## config.mk

```make
export PLATFORM = sky130hd
export DESIGN_NAME = muldiv_sequencer
export DESIGN_NICKNAME = d
export VERILOG_FILES = /design/src/rtl/muldiv_sequencer.sv
export SDC_FILE = /design/constraint.sdc
export NUM_CORES = 1
export LEC_CHECK = 0
export ABC_AREA = 1
export BUFFER_PORTS_ARGS = -buffer_cell sky130_fd_sc_hd__buf_2
export CAP_MARGIN = 0
export CORE_MARGIN = 2
export CORE_UTILIZATION = 25
export CTS_CLUSTER_SIZE = 12
export DETAILED_ROUTE_END_ITERATION = 6
export RECOVER_POWER = 50
export SLEW_MARGIN = 10
export SYNTH_ARGS = -nofsm -noshare
export SYNTH_HDL_FRONTEND = slang
export SYNTH_SLANG_ARGS = --single-unit
```

## constraint.sdc

```tcl
create_clock -name clk -period 6.75 [get_ports clk]
set_input_delay 1.35 -clock clk [delete_from_list [all_inputs] [get_ports clk]]
set_output_delay 1.35 -clock clk [all_outputs]
set_load 0.02 [all_outputs]
```

## src/rtl/muldiv_sequencer.sv

```systemverilog
// Iterative M-extension sequencer: shift-add multiply and restoring divide,
// one bit per cycle, with valid/ready request and response handshakes.
module muldiv_sequencer #(
    parameter int WIDTH = 32
) (
    input  logic             clk,
    input  logic             rst,
    input  logic             flush,
    input  logic             req_valid,
    output logic             req_ready,
    input  logic [4:0]       req_op,
    input  logic [WIDTH-1:0] req_a,
    input  logic [WIDTH-1:0] req_b,
    output logic             rsp_valid,
    input  logic             rsp_ready,
    output logic [WIDTH-1:0] rsp_result,
    output logic             rsp_err,
    output logic             busy
);

    localparam int CW = $clog2(WIDTH + 1);
    localparam logic [4:0] OP_MULU = 5'b01000;
    localparam logic [4:0] OP_MULS = 5'b01001;
    localparam logic [4:0] OP_DIVU = 5'b01100;
    localparam logic [4:0] OP_DIVS = 5'b01101;
    localparam logic [WIDTH-1:0] MIN_VAL = {1'b1, {(WIDTH-1){1'b0}}};

    typedef enum logic [1:0] {
        IDLE = 2'd0,
        CALC = 2'd1,
        DONE = 2'd2
    } state_t;

    function automatic logic [WIDTH-1:0] negate(input logic [WIDTH-1:0] v);
        return ~v + {{(WIDTH-1){1'b0}}, 1'b1};
    endfunction

    function automatic logic [WIDTH-1:0] magnitude(input logic [WIDTH-1:0] v, input logic is_signed);
        if (is_signed && v[WIDTH-1]) begin
            return negate(v);
        end else begin
            return v;
        end
    endfunction

    state_t           state_r, state_s;
    logic [CW-1:0]    cnt_r, cnt_s;
    logic             is_div_r, is_div_s;
    logic             neg_r, neg_s;
    logic [WIDTH-1:0] acc_r, acc_s;
    logic [WIDTH-1:0] opa_r, opa_s;
    logic [WIDTH-1:0] opb_r, opb_s;
    logic [WIDTH-1:0] result_r, result_s;
    logic             err_r, err_s;

    logic             op_mul_s, op_div_s, op_divs_s;
    logic             div_zero_s, ovf_s, accept_s;
    logic [WIDTH-1:0] mul_acc_s, rem_next_s, quo_next_s;
    logic [WIDTH:0]   shift_s, diff_s;

    assign op_mul_s   = (req_op == OP_MULU) || (req_op == OP_MULS);
    assign op_divs_s  = (req_op == OP_DIVS);
    assign op_div_s   = (req_op == OP_DIVU) || op_divs_s;
    assign div_zero_s = op_div_s && (req_b == {WIDTH{1'b0}});
    assign ovf_s      = op_divs_s && (req_a == MIN_VAL) && (req_b == {WIDTH{1'b1}});

    assign req_ready  = !rst && !flush && (state_r == IDLE);
    assign accept_s   = req_valid && req_ready;
    assign rsp_valid  = (state_r == DONE);
    assign busy       = (state_r != IDLE);
    assign rsp_result = result_r;
    assign rsp_err    = err_r;

    // One iteration step: acc accumulates the product or holds the partial remainder;
    // for divide, opa shifts the dividend out while the quotient shifts in.
    assign mul_acc_s  = opb_r[0] ? (acc_r + opa_r) : acc_r;
    assign shift_s    = {acc_r, opa_r[WIDTH-1]};
    assign diff_s     = shift_s - {1'b0, opb_r};
    assign rem_next_s = diff_s[WIDTH] ? shift_s[WIDTH-1:0] : diff_s[WIDTH-1:0];
    assign quo_next_s = {opa_r[WIDTH-2:0], ~diff_s[WIDTH]};

    // Next-state and next-datapath logic.
    always_comb begin
        state_s  = state_r;
        cnt_s    = cnt_r;
        is_div_s = is_div_r;
        neg_s    = neg_r;
        acc_s    = acc_r;
        opa_s    = opa_r;
        opb_s    = opb_r;
        result_s = result_r;
        err_s    = err_r;
        if (flush) begin
            state_s  = IDLE;
            result_s = {WIDTH{1'b0}};
            err_s    = 1'b0;
        end else begin
            case (state_r)
                IDLE: begin
                    if (accept_s) begin
                        cnt_s    = CW'(WIDTH);
                        is_div_s = op_div_s;
                        neg_s    = op_divs_s && (req_a[WIDTH-1] ^ req_b[WIDTH-1]);
                        acc_s    = {WIDTH{1'b0}};
                        opa_s    = magnitude(req_a, op_divs_s);
                        opb_s    = magnitude(req_b, op_divs_s);
                        if (!op_mul_s && !op_div_s) begin
                            state_s  = DONE;
                            result_s = {WIDTH{1'b0}};
                            err_s    = 1'b1;
                        end else if (div_zero_s) begin
                            state_s  = DONE;
                            result_s = {WIDTH{1'b1}};
                            err_s    = 1'b0;
                        end else if (ovf_s) begin
                            state_s  = DONE;
                            result_s = MIN_VAL;
                            err_s    = 1'b0;
                        end else begin
                            state_s  = CALC;
                        end
                    end else begin
                        state_s = IDLE;
                    end
                end
                CALC: begin
                    cnt_s = cnt_r - CW'(1);
                    if (is_div_r) begin
                        acc_s = rem_next_s;
                        opa_s = quo_next_s;
                    end else begin
                        acc_s = mul_acc_s;
                        opa_s = {opa_r[WIDTH-2:0], 1'b0};
                        opb_s = {1'b0, opb_r[WIDTH-1:1]};
                    end
                    if (cnt_r == CW'(1)) begin
                        state_s = DONE;
                        err_s   = 1'b0;
                        if (is_div_r) begin
                            result_s = neg_r ? negate(quo_next_s) : quo_next_s;
                        end else begin
                            result_s = mul_acc_s;
                        end
                    end else begin
                        state_s = CALC;
                    end
                end
                DONE: begin
                    if (rsp_ready) begin
                        state_s = IDLE;
                    end else begin
                        state_s = DONE;
                    end
                end
                default: begin
                    state_s = IDLE;
                end
            endcase
        end
    end

    // State register.
    always_ff @(posedge clk or posedge rst) begin
        if (rst) begin
            state_r <= IDLE;
        end else begin
            state_r <= state_s;
        end
    end

    // Datapath and result registers.
    always_ff @(posedge clk or posedge rst) begin
        if (rst) begin
            cnt_r    <= {CW{1'b0}};
            is_div_r <= 1'b0;
            neg_r    <= 1'b0;
            acc_r    <= {WIDTH{1'b0}};
            opa_r    <= {WIDTH{1'b0}};
            opb_r    <= {WIDTH{1'b0}};
            result_r <= {WIDTH{1'b0}};
            err_r    <= 1'b0;
        end else begin
            cnt_r    <= cnt_s;
            is_div_r <= is_div_s;
            neg_r    <= neg_s;
            acc_r    <= acc_s;
            opa_r    <= opa_s;
            opb_r    <= opb_s;
            result_r <= result_s;
            err_r    <= err_s;
        end
    end

endmodule

```

### Word-level counts from Yosys, hierarchy flattened

Cells that the tools add are included.

* register bits: 139
* input bits: 74
* output and inout port bits: 36

* add/subtract/negate cells: 6
* equality and inequality tests: 14
* muxes and demuxes: 39
* bitwise gates (word level): 6
* reduce and logical (&&, ||, !) cells: 25

Operators by type and width (count)
* 32-bit two-way mux: 17
* 32-bit case mux with 2 select lines: 4
* 32-bit by 1-bit adder with 32-bit output, second input constant: 3
* 32-bit inverter: 3
* 32-bit == test, second input constant: 2
* 33-bit by 32-bit subtractor with 33-bit output: 1
* 32-bit adder: 1
* 32-bit zero test: 1
* 5-bit by 4-bit == test with 1-bit output, second input constant: 4
* 2-bit two-way mux: 7
* 6-bit case mux with 2 select lines: 1
* 1-bit logical AND: 10
* 4-bit AND reduction: 2
* 1-bit two-way mux: 7
* 6-bit by 1-bit == test with 1-bit output, second input constant: 1
* 6-bit two-way mux: 1
* 3-bit inequality test, second input constant: 2
* 2-bit case mux with 3 select lines: 1
* 3-bit AND reduction: 2
* 6-bit by 1-bit subtractor with 6-bit output, second input constant: 1
* 5-bit by 4-bit inequality test with 1-bit output, second input constant: 1
* 1-bit zero test: 4
* 2-bit inequality test, second input constant: 2
* 2-bit nonzero test: 2
* 8 further kinds: 10

### Longest topological paths before layout

* depth in word-level cells: 9
* gate-level depth with buffers: 34
* depth with buffers taken out: 32

### Worst setup path before layout

No wires, ideal clock.

* kind: flip-flop to flip-flop
* from: register opa_r[31]
* to: register result_r[24], in the netlist rsp_result[24]
* setup time: 0.116 ns
* arrival time: 3.549 ns
* slack: 3.084 ns
* stages on the path, launching flop included: 34
* buffers on the path: 2
* clock period less this slack: 3.666 ns
* path through: dfrtp_1 > inv_1 > ha_1 > inv_1 > fa_1 > nand2_1 > nand2_1 > nand3_1 > nand2_2 > nand2_2 > nand2_2 > nand2_2 > nand3_1 > nand2_4 > buf_4 > buf_4 > ha_1 > nand3_2 > nor2_2 > nand2_2 > inv_2 > nand2_1 > inv_2 > nand2_2 > nor2_2 > nand2_1 > nor3_2 > nand2_1 > nand3_1 > nand2_1 > o21ai_1 > nand2_1 > nand2_1 > nand2_1

* word-level cells in the longest chain between the ends: 9

Ends and longest elaborated chain
* start, declared: RTL line 51 `logic [WIDTH-1:0] opa_r, opa_s;`
* start signal, assigned: RTL line 178 `opa_r <= {WIDTH{1'b0}};`
* start signal, assigned: RTL line 187 `opa_r <= opa_s;`
* 33-bit by 32-bit subtractor with 33-bit output: RTL line 78 `assign diff_s = shift_s - {1'b0, opb_r};`
* 1-bit inverter: RTL line 80 `assign quo_next_s = {opa_r[WIDTH-2:0], ~diff_s[WIDTH]};`
* 32-bit inverter: RTL line 35 `return ~v + {{(WIDTH-1){1'b0}}, 1'b1};`
* 32-bit by 1-bit adder with 32-bit output: RTL line 35
* 32-bit two-way mux: RTL line 140 `result_s = neg_r ? negate(quo_next_s) : quo_next_s;`
* 32-bit two-way mux: RTL line 139 `if (is_div_r) begin`
* 32-bit two-way mux: RTL line 136 `if (cnt_r == CW'(1)) begin`
* 32-bit case mux with 2 select lines: RTL line 98 `case (state_r)`
* 32-bit two-way mux: RTL line 93 `if (flush) begin`
* end signal, assigned: RTL line 180 `result_r <= {WIDTH{1'b0}};`
* end signal, assigned: RTL line 189 `result_r <= result_s;`
* end, declared: RTL line 53 `logic [WIDTH-1:0] result_r, result_s;`

Every way passes these cells. The select of a mux whose other input is x is not followed.
A chain may end at the register's enable or synchronous reset.

==> reports/results.tsv <==
metric	value	unit
status	finished with violations	
violated checks	capacitance limit, slew limit	
DP HPWL	37600	um
Logic pwr share	34.7	%
part of the power in registers	32.7	%
Port Buffers	109	
Setup Skew	0.0103	ns
Synth Register Bits	139	
Post-Route WL	47900	um
post-CTS setup buffer count	0	
sequential share of the synthesized area	26.5	%
minimum clock period	4.69	ns
DR iter-0 viols	1025	
initial antenna violation count	0	
via count	13800	
final net count	2226	
# fillers	5764	
Post-CTS Hold Buffers	0	
Switch Pwr	0.00136	W
floorplan core area	51600	um2
final period utilization	69.5	%
XOR/XNOR Fraction of Synth Area	5.55	%
Post-Synth Simple-Gate Area	29.4	%
hold_ws	0.478	ns
combinational family with the most area after synthesis	simple AND/OR/NAND/NOR gates	
vias per inst	4.98	
Avg Inst Size Synth	6.52	um2
setup ws final	2.06	ns
Routed WL per cell	17.3	um
kind of end point of the critical path	asynchronous set/reset pin	
antenna cell count	0	
Netlist Area Pre-Place	13100	um2
commonest non-fill, non-tap cell in the layout	nand2_1	
Min-Delay Path Class	flop to flop	
Synth Area in Compound Gates	22.5	%
CTS Buffer Depth	2	
Total Power	0.00331	W
mux cell area share after synthesis	0	%
internal power	0.00195	W
Max-Cap Viols	1	
setup_tns	0	ns
Max Slew Vio Count	99	
TritonCTS buffer count	17	
largest net degree at the start of global routing	99	
GRT Total Usage	17.7	%
Final Hold Vio Count	0	
drt first pass iters	6	
leakage power	6.84	nW
RSZ-0062 raised after global routing	no	
most frequent cells in the layout	nand2_1, inv_1, a21oi_1	
Die Y	233	um
number of global-route vias before repair	13300	
pre-CTS setup slack	2.24	ns
total gr overflow	0	
full die area	54300	um2
CP Class	primary input to asynchronous set/reset pin	
worst vdd ir	156	uV
DRT antenna net count	0	
Post-CTS Resized	0	
Row Count	83	
first-pass GRT wire length	74600	um
crit-path max FO	98	
Ports	110	
Final setup viols	0	
CP startpoint kind	primary input	
CTS clk-pin slew, worst paths	0.07	ns
clk sink count	139	
top cell type's share of synthesized area	26.5	%
Layout area overhead	13.7	%
Starting Density	25.4	%
Slew HR	-202	%
layout cell share with drive strength beyond 1	8.64	%
Mapped Cells	2010	
RD Place Congestion	0.962	
Post-Synth Adder-Cell Area	6.89	%
WP data arrival	5.12	ns
Die X	233	um
top area cells in the synthesized netlist	dfrtp_1, nand2_1, a21oi_1	
Clock Tree Root	clkbuf_16	
Yosys cell types	55	
area leader, netlist	dfrtp_1	
DRC	0	
required time of the worst setup path	7.17	ns
Worst-Margin Slew	4.50	ns
Clk network pwr share	32.7	%
maximum clock rate	213	MHz
pwr/cell area	222	nW/um2
Syn Nets	2155	
YS warnings	0	
H-tree levels	4	
Clock Latency Late Sink	0.46	ns
CTS tree	yes	
Net Sw Frac	41.1	%
[stage by stage]
stage	util [%]	area, um2	cells
floorplan	-	13100	2010
global placement	27.7	14300	2742
detailed placement	27.7	14300	2742
CTS	29.0	15000	2774
global route	28.9	14900	2774
finish	28.9	14900	2774
[Yosys cell counts, drive strengths merged]
| cell type | number |
|---|---|
| or3 | 1 |
| a22oi | 1 |
| o21bai | 17 |
| a21boi | 2 |
| o21ai | 198 |
| or2 | 6 |
| nor2 | 191 |
| ha | 69 |
| o2111ai | 3 |
| nand2 | 483 |
| and2 | 1 |
| and3 | 2 |
| inv | 235 |
| o32ai | 2 |
| o211ai | 24 |
| o22ai | 13 |
| nand4 | 29 |
| fa | 2 |
| a21oi | 198 |
| o21a | 2 |
| o41ai | 2 |
| nand3 | 130 |
| xor2 | 57 |
| dfrtp | 139 |
| o31ai | 6 |
| a31oi | 12 |
| nand3b | 5 |
| a32o | 3 |
| o221ai | 30 |
| nor4 | 12 |
| clkinv | 3 |
| clkbuf | 44 |
| xnor2 | 26 |
| buf | 25 |
| nor3 | 30 |
| o311ai | 1 |
| a21o | 6 |
[flip-flops by register name, summed over array words and instances (netlist names), 2 cells and up]
name	cells
opa_r	32
rsp_result	32
acc_r	32
state_r	2
opb_r	32
cnt_r	6
[final cells by class]
class	count	area [um2]	share of cell area, %
Tap cell	680	851	5.71
Timing Repair Buffer	121	592	3.97
Multi-Input combinational cell	1564	8430	56.6
Inverter	238	896	6.01
Sequential cell	139	3480	23.3
Clock buffer	17	425	2.85
Clock inverter	15	233	1.56
[power by group through the flow]
stage	registers (W)	clock network [W]	logic, W
finish	0.00108	0.00108	0.00115
global route	0.00109	0.00113	0.00128
CTS	0.00107	0.00110	0.00114
detailed placement	0.00109	0	0.00113
global placement	0.00109	0	0.00114
floorplan	0.00102	0	0.000811
[metal layers]
layer | part of all wire (%) | vias up | track usage, %
met5 | 0 | - | 0
met4 | 2.8 | 0 | 6.17
met3 | 4.6 | 73 | 2.41
met2 | 50 | 367 | 31.5
met1 | 43 | 6439 | 21.7
li1 | - | 6946 | -
[worst max-delay path: stages]
cell and delay (ns):
clkbuf_1 0.10, clkinvlp_2 2.49, clkbuf_2 1.14
[logic make-up after synthesis]
group           count (synthesis)
fa+ha+maj                      71
xor+xnor                       83
flops                         139
simple gates                  890
buf+inv                       307
compound gates                520
[worst paths after layout]
| kind | startpoint | endpoint | slack [ns] | cells after the start |
|---|---|---|---|---|
| max | rst | opb_r[0] | 2.06 | 3 |
| min | rsp_result[11] | rsp_result[11] | 0.48 | 2 |
| max reg2reg | opb_r[0] | rsp_result[24] | 2.14 | 30 |
| min reg2reg | rsp_result[11] | rsp_result[11] | 0.48 | 2 |
| max in group clk | opb_r[0] | rsp_result[24] | 2.14 | 30 |
| min in group asynchronous | rst | state_r[0] | 2.25 | 2 |
(Power assumes the default switching activity.)
